===== src/rtl/mem_stage_pipe_ctrl_if.sv =====
// Bundles the EX->MEM inputs, syncram write enable and MEM/WB outputs of the memory-stage slice.
// Latency: none (wiring only). Backpressure: none, since the pipeline advances every cycle.
// The slave modport is the stage itself. The master modport is the EX/WB side driving it.
interface mem_stage_pipe_ctrl_if #(
    parameter int DATA_W  = 32,
    parameter int RADDR_W = 5
);
    logic [DATA_W-1:0]  mem_rdata;
    logic [DATA_W-1:0]  addr;
    logic [1:0]         load_byte;
    logic               we;
    logic               memtoreg_ex;
    logic               regwrite_ex;
    logic [RADDR_W-1:0] towrite_ex;
    logic               branch_ex;
    logic               init_delay;

    logic               we_mem;
    logic [DATA_W-1:0]  dout_mem;
    logic [DATA_W-1:0]  dout;
    logic [DATA_W-1:0]  result_mem;
    logic               memtoreg_mem;
    logic               regwrite_mem;
    logic [RADDR_W-1:0] towrite_mem;
    logic               branch_stall_forwarding;

    modport slave (
        input  mem_rdata, addr, load_byte, we, memtoreg_ex, regwrite_ex,
               towrite_ex, branch_ex, init_delay,
        output we_mem, dout_mem, dout, result_mem, memtoreg_mem, regwrite_mem,
               towrite_mem, branch_stall_forwarding
    );

    modport master (
        output mem_rdata, addr, load_byte, we, memtoreg_ex, regwrite_ex,
               towrite_ex, branch_ex, init_delay,
        input  we_mem, dout_mem, dout, result_mem, memtoreg_mem, regwrite_mem,
               towrite_mem, branch_stall_forwarding
    );
endinterface


===== src/rtl/mem_stage_pipe_ctrl.sv =====
// MEM stage: load-byte formatting, MEM/WB pipeline registers and the branch stall flag.
// Latency: dout_mem and we_mem are combinational; the MEM/WB outputs appear 1 cycle later.
// Backpressure: none. The stage updates every edge, and the stall flag does not block stores.
module mem_stage_pipe_ctrl #(
    parameter int DATA_W   = 32,
    parameter int RADDR_W  = 5,
    parameter int BR_DEPTH = 3
) (
    input  logic                  clk,
    input  logic                  reset,
    mem_stage_pipe_ctrl_if.slave  bus
);
    logic [DATA_W-1:0]   dout_mem_d;
    logic [DATA_W-1:0]   dout_q;
    logic [DATA_W-1:0]   result_q;
    logic                memtoreg_q;
    logic                regwrite_q;
    logic [RADDR_W-1:0]  towrite_q;
    logic [BR_DEPTH-1:0] hist_q;
    logic [BR_DEPTH-1:0] hist_d;

    // The sign of a byte load is bit 7 of the raw word, whatever the upper bytes hold.
    always_comb begin
        dout_mem_d = bus.mem_rdata;
        case (bus.load_byte)
            2'b10:   dout_mem_d = {{(DATA_W-8){1'b0}}, bus.mem_rdata[7:0]};
            2'b01:   dout_mem_d = {{(DATA_W-8){bus.mem_rdata[7]}}, bus.mem_rdata[7:0]};
            default: dout_mem_d = bus.mem_rdata;
        endcase
    end

    generate
        if (BR_DEPTH == 1) begin : g_hist1
            assign hist_d = bus.branch_ex;
        end else begin : g_histn
            assign hist_d = {hist_q[BR_DEPTH-2:0], bus.branch_ex};
        end
    endgenerate

    always_ff @(posedge clk or posedge reset) begin
        if (reset) begin
            dout_q     <= '0;
            result_q   <= '0;
            memtoreg_q <= 1'b0;
            regwrite_q <= 1'b0;
            towrite_q  <= '0;
            hist_q     <= '0;
        end else begin
            dout_q     <= dout_mem_d;
            result_q   <= bus.addr;
            memtoreg_q <= bus.memtoreg_ex;
            regwrite_q <= bus.regwrite_ex;
            towrite_q  <= bus.towrite_ex;
            hist_q     <= hist_d;
        end
    end

    assign bus.we_mem       = bus.we;
    assign bus.dout_mem     = dout_mem_d;
    assign bus.dout         = dout_q;
    assign bus.result_mem   = result_q;
    assign bus.memtoreg_mem = memtoreg_q;
    assign bus.regwrite_mem = regwrite_q;
    assign bus.towrite_mem  = towrite_q;
    // init_delay only masks the flag and leaves the history intact, so dropping it exposes the rest of the window.
    assign bus.branch_stall_forwarding = (|hist_q) & ~bus.init_delay;
endmodule


===== src/flat_wrapper.sv =====
// flat-port wrapper written by rule: the top's interface ports become plain ports
module mem_stage_pipe_ctrl_flat 
#(
    parameter int DATA_W   = 32,
    parameter int RADDR_W  = 5,
    parameter int BR_DEPTH = 3
)
  (clk, reset, bus_mem_rdata, bus_addr, bus_load_byte, bus_we, bus_memtoreg_ex, bus_regwrite_ex, bus_towrite_ex, bus_branch_ex, bus_init_delay, bus_we_mem, bus_dout_mem, bus_dout, bus_result_mem, bus_memtoreg_mem, bus_regwrite_mem, bus_towrite_mem, bus_branch_stall_forwarding);
  mem_stage_pipe_ctrl_if #(.DATA_W(DATA_W), .RADDR_W(RADDR_W)) bus_i ();
  input  logic clk;
  input  logic reset;
  input wire logic [$bits(bus_i.mem_rdata)-1:0] bus_mem_rdata;
  input wire logic [$bits(bus_i.addr)-1:0] bus_addr;
  input wire logic [$bits(bus_i.load_byte)-1:0] bus_load_byte;
  input wire logic [$bits(bus_i.we)-1:0] bus_we;
  input wire logic [$bits(bus_i.memtoreg_ex)-1:0] bus_memtoreg_ex;
  input wire logic [$bits(bus_i.regwrite_ex)-1:0] bus_regwrite_ex;
  input wire logic [$bits(bus_i.towrite_ex)-1:0] bus_towrite_ex;
  input wire logic [$bits(bus_i.branch_ex)-1:0] bus_branch_ex;
  input wire logic [$bits(bus_i.init_delay)-1:0] bus_init_delay;
  output wire logic [$bits(bus_i.we_mem)-1:0] bus_we_mem;
  output wire logic [$bits(bus_i.dout_mem)-1:0] bus_dout_mem;
  output wire logic [$bits(bus_i.dout)-1:0] bus_dout;
  output wire logic [$bits(bus_i.result_mem)-1:0] bus_result_mem;
  output wire logic [$bits(bus_i.memtoreg_mem)-1:0] bus_memtoreg_mem;
  output wire logic [$bits(bus_i.regwrite_mem)-1:0] bus_regwrite_mem;
  output wire logic [$bits(bus_i.towrite_mem)-1:0] bus_towrite_mem;
  output wire logic [$bits(bus_i.branch_stall_forwarding)-1:0] bus_branch_stall_forwarding;
  assign bus_i.mem_rdata = bus_mem_rdata;
  assign bus_i.addr = bus_addr;
  assign bus_i.load_byte = bus_load_byte;
  assign bus_i.we = bus_we;
  assign bus_i.memtoreg_ex = bus_memtoreg_ex;
  assign bus_i.regwrite_ex = bus_regwrite_ex;
  assign bus_i.towrite_ex = bus_towrite_ex;
  assign bus_i.branch_ex = bus_branch_ex;
  assign bus_i.init_delay = bus_init_delay;
  assign bus_we_mem = bus_i.we_mem;
  assign bus_dout_mem = bus_i.dout_mem;
  assign bus_dout = bus_i.dout;
  assign bus_result_mem = bus_i.result_mem;
  assign bus_memtoreg_mem = bus_i.memtoreg_mem;
  assign bus_regwrite_mem = bus_i.regwrite_mem;
  assign bus_towrite_mem = bus_i.towrite_mem;
  assign bus_branch_stall_forwarding = bus_i.branch_stall_forwarding;
  mem_stage_pipe_ctrl #(.DATA_W(DATA_W), .RADDR_W(RADDR_W), .BR_DEPTH(BR_DEPTH)) u_core (.clk(clk), .reset(reset), .bus(bus_i));
endmodule

===== config.mk =====
export PLATFORM = sky130hd
export DESIGN_NAME = mem_stage_pipe_ctrl_flat
export DESIGN_NICKNAME = d
export VERILOG_FILES = /design/src/rtl/mem_stage_pipe_ctrl_if.sv /design/src/rtl/mem_stage_pipe_ctrl.sv /design/src/flat_wrapper.sv
export SDC_FILE = /design/constraint.sdc
export NUM_CORES = 1
export LEC_CHECK = 0
export CELL_PAD_IN_SITES_DETAIL_PLACEMENT = 1
export CELL_PAD_IN_SITES_GLOBAL_PLACEMENT = 1
export CORE_AREA = 8 8 103 105
export DETAILED_ROUTE_END_ITERATION = 10
export DIE_AREA = 0 0 111 113
export GPL_TIMING_DRIVEN = 1
export PLACE_DENSITY_LB_ADDON = 0.1
export SLEW_MARGIN = 20
export SYNTH_ARGS = -nofsm -noshare
export SYNTH_HDL_FRONTEND = slang
export SYNTH_SLANG_ARGS = --single-unit

===== constraint.sdc =====
create_clock -name clk -period 4.9 [get_ports clk]
set_input_delay 0.735 -clock clk [delete_from_list [all_inputs] [get_ports clk]]
set_output_delay 0.735 -clock clk [all_outputs]
set_load 0.03 [all_outputs]

-- After elaboration in Yosys (flattened, before gate mapping)
Cells that the tools add are included.
- bits in registers: 74
- memories: 0
- logic and storage cells: 12
- bits in latches: 0
- output and inout bits: 105
- bits in read-only memories: 0
- memory bits (writable): 0
- bits of input ports: 78
- reduce and logical (&&, ||, !) cells: 1
- $add $sub $neg: 0
- divide/modulo/power cells: 0
- equal/unequal tests: 2
- magnitude comparators: 0
- bitwise operators: 2
- shifts and indexed selects: 0
- multiplexer cells: 1
- $mul: 0
- operator list (operator ; number):
    case mux 32 bit (2 select lines) ; 1
    OR reduction 3 bit ; 1
    == test 2 x 1 -> 1 bit, second input constant ; 1
    == test 2 bit, second input constant ; 1
    AND 1 bit ; 1
    inverter 1 bit ; 1

-- Depth between registers and ports, before layout
Gate-level depths: netlist (run 1).
- depth after elaboration: 2
- gate-level depth with buffers: 5
- depth with buffers taken out: 4

-- Worst setup path after synthesis (run 1)
Ideal clock, no wire load.
- kind: input-to-output
- start point: input port bus_load_byte[1]
- end point: output port bus_dout_mem[10]
- slack: 2626 ps
- required time: 4165 ps
- data arrival time: 1539 ps
- cell stages on the path: 5
- path through: inv_1 ha_1 buf_6 nand2_1 nand2_1
- longest elaborated chain between the ends: 2
- elaborated cells between the ends (all ways): 3
- those cells by class: eq/ne (2); mux (1)
- ends and longest elaborated chain (what ; line ; source):
    start: declaration ; flat_wrapper.sv:14 ; input wire logic [$bits(bus_i.load_byte)-1:0] bus_load_byte;
    == test 2 x 1 -> 1 bit / == test 2 bit (equally long branches) ; mem_stage_pipe_ctrl.sv:25 ; case (bus.load_byte)
    case mux 32 bit (2 select lines) (*) ; mem_stage_pipe_ctrl.sv:25 ;
    end: declaration ; flat_wrapper.sv:22 ; output wire logic [$bits(bus_i.dout_mem)-1:0] bus_dout_mem;
Every way passes the cells marked *; elsewhere a longest branch is shown, timed or not.

-- Worst setup path in the final report (run 1)
- start point: input port bus_load_byte[1]
- end point: output port bus_dout_mem[22]
Same word-level chain as after synthesis.

==> impl_metrics.ini, run 1 <==
[power]
ir_drop_v = 0.000133
power.clock.fraction = 0.296
p_switching_uw = 435
seq_power_share = 0.453
switching_share = 0.299
powerDensity_nw_per_um2 = 347
p_comb_frac = 0.251
internal-power_uw = 1020
p_leak_uw = 0.00187

[sta]
finalCritPeriodShare = 0.760
fin_skew_ns = 0.00103
tns_ns = 0
slew_viol_final = 0
clock.fmax_mhz = 268
hold_violations = 0
postLayoutSetupSlackWorst_ns = 1.18
worstMarginPinSlew_ns = 0.812
slew_headroom = 0.457
setup_viol = 0
min_period_ns = 3.72
rsz0062_at_grt = false

[worst_setup_path]
r2r-start = u_core.hist_q[0]
crit_path_start = bus_load_byte[1]
end_kind = output pin
startpoint_type = input pin
critPathMaxFanout = 24
cp_data_required_time_ns = 4.16
path_class = input pin to output pin
r2r_setup_slack_ns = 4.40
reg2reg_depth = 0
r2r-end = u_core.hist_q[1]
arrival_ns = 2.99

[cts]
cts_hold_buf = 0
htree_levels = 3
post_cts_resized = 0
clock_path_buffers = 2
cts_tree = built
clock_latency_ns = 0.33
path_clk_slew_ns = 0.08
cts_buffers = 9
clock-sinks = 74
root_buffer = clkbuf_8
cts_setup_buffers = 0

[min_path]
hp-class = flop to flop
whs_path_depth = 0
hold_end = u_core.hist_q[2]
min_from = u_core.hist_q[1]

[synthesis]
yosys_warnings = 0
synth_seq_cells = 74
seq_area_frac_synth = 0.854
synth_cells = 141
synth_top_area_frac = 0.854
synth_top_cell_by_area = dfrtp_1
syn-num-nets = 220
ys_types = 8
synth_area_um2 = 2170
netlist_top_cells_area = dfrtp_1 85%, nand2_1 8.5%, buf_4 3.8%
synth.avg_cell_area_um2 = 15.4

[final_layout]
layout_common_cells = 180 x clkdlybuf4s50_1, 74 x dfrtp_1, 49 x nand2_1, 11 x clkbuf_8, 2 x clkinv_2
final_common_cell = clkdlybuf4s50_1
fin_cells = 435
design_area_um2 = 4190
diodes = 0
fill_cells = 951
design.final.nets = 399
flow.area_growth_from_synthesis_pct = 93.1
drive_gt1_frac = 0.0525

[place]
finalWeightedCongestion = 0.665
portBuffers = 180
place_inst = 420
post_dp_cell_area_um2 = 4010
dpl.hpwl_mm = 6.12
dp_slack_ns = 1.15

[die]
fp.dieArea_um2 = 12500
core_um2 = 8980
ioPinCount = 183
initial_core_util = 0.242
die_w_um = 111
die_h_um = 113
rows = 35

[job]
maxCapViolCount = 0

[grt]
grt_pass1_vias = 1995
grt_overflow = 0
grt_pass1_wl_mm = 11.9
grt_max_degree = 40
antenna_found_initial = 0
grtUsageTotal = 0.124

[route]
first_pass_iters = 3
avgRoutedWirePerCell_um = 17.7
num_vias = 1709
drt_iter0_drc = 38
viasPerCell = 3.93
drt_wl_total_mm = 7.71
drc = 0
ant_nets = 0

[outcome]
run_status = finished clean
==> stage by stage <==
step,power (uW),hold slack [ns],utilization
after CTS,1490,0.392,0.467
after detailed placement,1040,0.373,0.447
after global routing,1530,0.409,0.467
after global placement,1040,0.365,0.447
final,1460,0.389,0.467
after floorplan,846,0.355,-
==> registers in the layout (all words and copies together), names as in the netlist <==
register / count
u_core.bus.result_mem: 32
u_core.bus.regwrite_mem: 1
u_core.bus.towrite_mem: 5
u_core.bus.dout: 32
u_core.hist_q: 3
u_core.bus.memtoreg_mem: 1
==> final cells by class <==
cell class,instances,area (um2),area share
Clock buffer,11,151,0.0361
Sequential cell,74,1850,0.442
Inverter,2,7.51,0.00179
Multi-Input combinational cell,52,205,0.0490
Timing Repair Buffer,181,1810,0.432
Clock inverter,4,26.3,0.00627
Tap cell,111,139,0.0331
==> cells in the mapped netlist, drive strengths merged <==
cell type,count
dfrtp,74
buf,13
nor3,1
nand2,49
inv,2
nor2,1
ha,1
==> per-layer routing <==
metal / vias to the layer above / routed length [um] / track usage
met2: 116 / 3440 / 0.180
met4: 0 / 78 / 0.0459
met1: 811 / 3050 / 0.137
met5: - / 0 / 0
li1: 775 / - / -
met3: 7 / 1150 / 0.0873
==> worst max-delay path by stage <==
stage / end / slack, ns / cells past startpoint
detailed placement: bus_dout_mem[22] / 1.15 / 6
global route: bus_dout_mem[29] / 0.99 / 6
CTS: bus_dout_mem[22] / 1.13 / 6
finish: bus_dout_mem[22] / 1.18 / 6
global placement: bus_dout_mem[19] / 1.14 / 6
floorplan: u_core.bus.dout[0] / 2.28 / 1
==> worst max-delay path, stage by stage <==
cell and delay [ns]:
clkdlybuf4s50_1 0.45, inv_1 0.04, ha_1 0.79, nand2_1 0.12, nand2_1 0.12, clkdlybuf4s50_1 0.73
==> logic make-up after synthesis <==
group / Yosys count / share of synthesized area
AND/OR/NAND/NOR: 51 / 0.0888
buffers and inverters: 15 / 0.0519
flip-flops: 74 / 0.854
adder cells (fa/ha/maj): 1 / 0.00577
==> power groups by stage <==
| stage | combinational, uW | sequential [uW] | clock [uW] |
|---|---|---|---|
| after floorplan | 92.4 | 754 | 0 |
| after global placement | 369 | 671 | 0 |
| after detailed placement | 371 | 673 | 0 |
| after CTS | 373 | 661 | 454 |
| after global routing | 387 | 664 | 475 |
| final | 365 | 660 | 431 |
No activity file was read; power rests on OpenSTA's default activity.
==> inputs of run 2 (changes only) <==
- CORE_AREA: 8 8 103 105 -> 8 8 107 109
- DIE_AREA: 0 0 111 113 -> 0 0 115 117
- clock period: 4.9 -> 3.8 ns (I/O delays scaled with it)
==> run 2 against run 1 <==
  * Global-route usage decreased by 0.31 points
  * Final cell count increased by 6.4%
  * Combinational power increased by 30%
  * Via count increased by 2.3%
  * Sequential share of layout area decreased by 0.97 points
  * Hold slack worse by 0.0093 ns
  * Clock-buffer cell count decreased by 2
  * First-iteration DRC count increased by 2.6%
  * Die area is 7.3% higher
  * Utilization is 3.4 points lower
  * Clock power up 55%
  * Critical path type unchanged
==> impl_metrics.ini, run 2 (synthesis gave the netlist of run 1 again) <==
[outcome]
run_status = finished clean

[worst_setup_path]
cpMaxStageDelayCell = clkdlybuf4s50_1
cp_data_required_time_ns = 3.23
path_class = input pin to output pin
slowest_delay_ns = 0.70
critPathMaxFanout = 13
arrival_ns = 2.67
startpoint_type = input pin
path_buf_inv = 4
cp_cell_sequence = clkdlybuf4s50_1, inv_1, ha_1, buf_4, nand2_1, nand2_1, clkdlybuf4s50_1
end_kind = output pin
cp_top_family = buffers and inverters

[grt]
grtUsageTotal = 0.121
antenna_found_initial = 0
grt_pass1_vias = 1955
grt_pass1_wl_mm = 11.8
grt_max_degree = 38
grt_overflow = 0

[place]
dpl.hpwl_mm = 6.44
portBuffers = 180
finalWeightedCongestion = 0.711

[route]
viasPerCell = 3.78
drt_wl_total_mm = 8.00
avgRoutedWirePerCell_um = 17.3
drt_iter0_drc = 39
ant_nets = 0
num_vias = 1748
drc = 0
first_pass_iters = 3

[final_layout]
layout_common_cells = 180 x clkdlybuf4s50_1, 74 x dfrtp_1, 49 x nand2_1, 9 x clkbuf_8, 4 x buf_4
diodes = 0
final_common_cell = clkdlybuf4s50_1
design.final.nets = 402
drive_gt1_frac = 0.0612
flow.area_growth_from_synthesis_pct = 97.5

[sta]
rsz0062_at_grt = false
tns_ns = 0
slew_headroom = 0.585
setup_viol = 0
hold_slack_ns = 0.380
clock.fmax_mhz = 309
worstMarginPinSlew_ns = 0.622
hold_violations = 0
slew_viol_final = 0
min_period_ns = 3.24
finalCritPeriodShare = 0.852
fin_skew_ns = 0.00395

[cts]
htree_levels = 3
clock_path_buffers = 2
cts_buffers = 9
post_cts_resized = 0
cts_setup_buffers = 0
path_clk_slew_ns = 0.07
clock-sinks = 74
cts_tree = built
root_buffer = clkbuf_8
clock_latency_ns = 0.34
cts_hold_buf = 0

[power]
p_leak_uw = 0.00190
powerDensity_nw_per_um2 = 466
p_total_uw = 2000
ir_drop_v = 0.000224

[die]
die_h_um = 117
rows = 37
die_w_um = 115
fp.dieArea_um2 = 13500
ioPinCount = 183
core_um2 = 9910
initial_core_util = 0.219

[job]
maxCapViolCount = 0

[min_path]
hp-class = flop to flop
[run 2: final timing paths]
path	start	end	slack, ns	cells after the start
max	bus_load_byte[1]	bus_dout_mem[18]	0.56	7
min	u_core.hist_q[1]	u_core.hist_q[2]	0.38	0
max reg2reg	u_core.hist_q[0]	u_core.hist_q[1]	3.30	0
min reg2reg	u_core.hist_q[1]	u_core.hist_q[2]	0.38	0
max in group asynchronous	reset	u_core.hist_q[2]	2.47	3
min in group asynchronous	reset	u_core.bus.dout[3]	0.61	2
[run 2: stage by stage]
step	cells	utilization	area, um2	setup WS, ns
after CTS	463	0.432	4280	0.517
after global routing	463	0.432	4280	0.397
after floorplan	141	-	2170	1.35
final	463	0.432	4280	0.561
after detailed placement	448	0.411	4070	0.524
after global placement	448	0.411	4070	0.520
[run 2: layer usage]
layer,part of all wire,vias to the layer above,global-route usage,wire [um]
li1,-,784,-,-
met1,0.36,841,0.121,2900
met2,0.48,110,0.194,3830
met3,0.14,13,0.0693,1100
met4,0.020,0,0.0683,164
met5,0,-,0,0
[run 2: cell type report]
type | count | area, um2
Clock buffer | 9 | 124
Timing Repair Buffer | 184 | 1830
Tap cell | 136 | 170
Inverter | 2 | 8.76
Clock inverter | 6 | 92.6
Sequential cell | 74 | 1850
Multi-Input combinational cell | 52 | 205
Fill cell | 1079 | 5620
[run 2: power breakdown]
group / leakage [uW] / internal (uW) / total (uW) / switching, uW
clock: 0.000102 / 368 / 669 / 301
combinational: 0.000914 / 212 / 474 / 262
sequential: 0.000881 / 837 / 851 / 13.8
==> inputs of run 3 (changes only) <==
- CORE_AREA: 8 8 107 109 -> 8 8 103 105
- DIE_AREA: 0 0 115 117 -> 0 0 111 113
- SETUP_SLACK_MARGIN: not set -> 0.4
- clock period: 3.8 -> 4.14 ns (I/O delays scaled with it)
==> run 3 against run 2 <==
  * Sequential share of layout area increased by 0.88 points
  * Sequential cell count is the same
  * Die area decreased by 6.8%
  * Total power decreased by 14%
  * Register-to-register slack better by 0.34 ns
  * Combinational power down 8.6%
  * Sequential power fell by 8.2%
  * Clock-buffer cell count grew 1
  * Wire length is 3.8% lower
  * Utilization increased by 3.5 points
  * Worst setup slack improved by 0.40 ns
  * Critical endpoint is now bus_dout_mem[28]
  * Critical path type unchanged
==> impl_metrics.ini, run 3 (synthesis gave the netlist of run 1 again) <==
[outcome]
run_status = finished clean

[worst_setup_path]
path_buf_inv = 4
cp_data_required_time_ns = 3.52
end_kind = output pin
slowest_delay_ns = 0.62
startpoint_type = input pin
cp_cell_sequence = clkdlybuf4s50_1, inv_1, ha_1, nand2_1, buf_4, nand2_1, clkdlybuf4s50_1
path_class = input pin to output pin
cpMaxStageDelayCell = clkdlybuf4s50_1
critPathMaxFanout = 14
cp_top_family = buffers and inverters
arrival_ns = 2.56

[cts]
cts_setup_buffers = 0
root_buffer = clkbuf_8
cts_buffers = 9
path_clk_slew_ns = 0.09
cts_tree = built
clock-sinks = 74
htree_levels = 3
clock_path_buffers = 2
cts_hold_buf = 0
post_cts_resized = 0
clock_latency_ns = 0.34

[final_layout]
drive_gt1_frac = 0.0581
final_common_cell = clkdlybuf4s50_1
design.final.nets = 401
fill_cells = 968
design_area_um2 = 4200
layout_common_cells = 180 x clkdlybuf4s50_1, 74 x dfrtp_1, 49 x nand2_1, 9 x clkbuf_8
flow.area_growth_from_synthesis_pct = 93.5
diodes = 0

[die]
core_um2 = 8980
die_h_um = 113
die_w_um = 111
rows = 35
fp.dieArea_um2 = 12500
ioPinCount = 183
initial_core_util = 0.242

[route]
avgRoutedWirePerCell_um = 17.6
drt_wl_total_mm = 7.70
ant_nets = 0
num_vias = 1738
drt_iter0_drc = 38
first_pass_iters = 3
viasPerCell = 3.97
drc = 0

[power]
p_total_uw = 1710
p_leak_uw = 0.00188
powerDensity_nw_per_um2 = 407
ir_drop_v = 0.000149

[sta]
fin_skew_ns = 0.000259
worstMarginPinSlew_ns = 0.942
min_period_ns = 3.18
finalCritPeriodShare = 0.768
tns_ns = 0
postLayoutSetupSlackWorst_ns = 0.960
setup_viol = 0
clock.fmax_mhz = 314
hold_slack_ns = 0.390
slew_headroom = 0.372
hold_violations = 0
rsz0062_at_grt = false
slew_viol_final = 0

[place]
dpl.hpwl_mm = 6.02
finalWeightedCongestion = 0.670
dp_slack_ns = 0.910
portBuffers = 180
post_dp_cell_area_um2 = 4030

[min_path]
hp-class = flop to flop

[grt]
grt_overflow = 0
grtUsageTotal = 0.123
antenna_found_initial = 0
grt_pass1_vias = 2024
grt_pass1_wl_mm = 11.9
grt_max_degree = 75

[job]
maxCapViolCount = 0
==> run 3: changes by cell type in the layout (fill, tap and decap cells not counted) <==
cell | previous run | this run
buf_4 | 4 | 3
bufinv_16 | 2 | 0
clkbuf_1 | 0 | 1
clkinv_2 | 1 | 2
clkinv_4 | 2 | 3
clkinvlp_4 | 2 | 1
inv_2 | 0 | 1
==> run 3: power breakdown <==
group,switching (uW),internal (uW)
Clock,278,219
Sequential,12.5,769
Combinational,240,193
Total,530,1180
==> run 3: layout make-up <==
type	count	area (um2)	area share
multi-input cells	52	205	0.0489
well taps	111	139	0.0331
repair buffers	183	1820	0.434
clock inverters	6	43.8	0.0104
inverters	2	7.51	0.00179
flip-flops and latches	74	1850	0.441
clock buffers	10	128	0.0304
==> run 3: stage by stage <==
step	util	cells
after detailed placement	0.449	422
after CTS	0.468	438
after global routing	0.468	438
after global placement	0.449	422
after floorplan	-	141
final	0.468	438
==> run 3: final timing paths <==
| check | start | endpoint | slack (ns) | depth (start not counted) |
|---|---|---|---|---|
| max | bus_load_byte[1] | bus_dout_mem[28] | 0.96 | 7 |
| min | u_core.hist_q[1] | u_core.hist_q[2] | 0.39 | 0 |
| max reg2reg | u_core.hist_q[1] | u_core.hist_q[2] | 3.64 | 0 |
| min reg2reg | u_core.hist_q[1] | u_core.hist_q[2] | 0.39 | 0 |
| max in group asynchronous | reset | u_core.bus.result_mem[13] | 2.64 | 3 |
| min in group asynchronous | reset | u_core.bus.dout[2] | 0.89 | 3 |
==> run 3: metal layers <==
layer	wire (um)	vias to the layer above	GRT usage	share of wire
met1	3120	828	0.136	0.40
met2	3390	118	0.182	0.44
met3	1080	11	0.0820	0.14
met4	110	0	0.0514	0.014
li1	-	781	-	-
met5	0	-	0	0
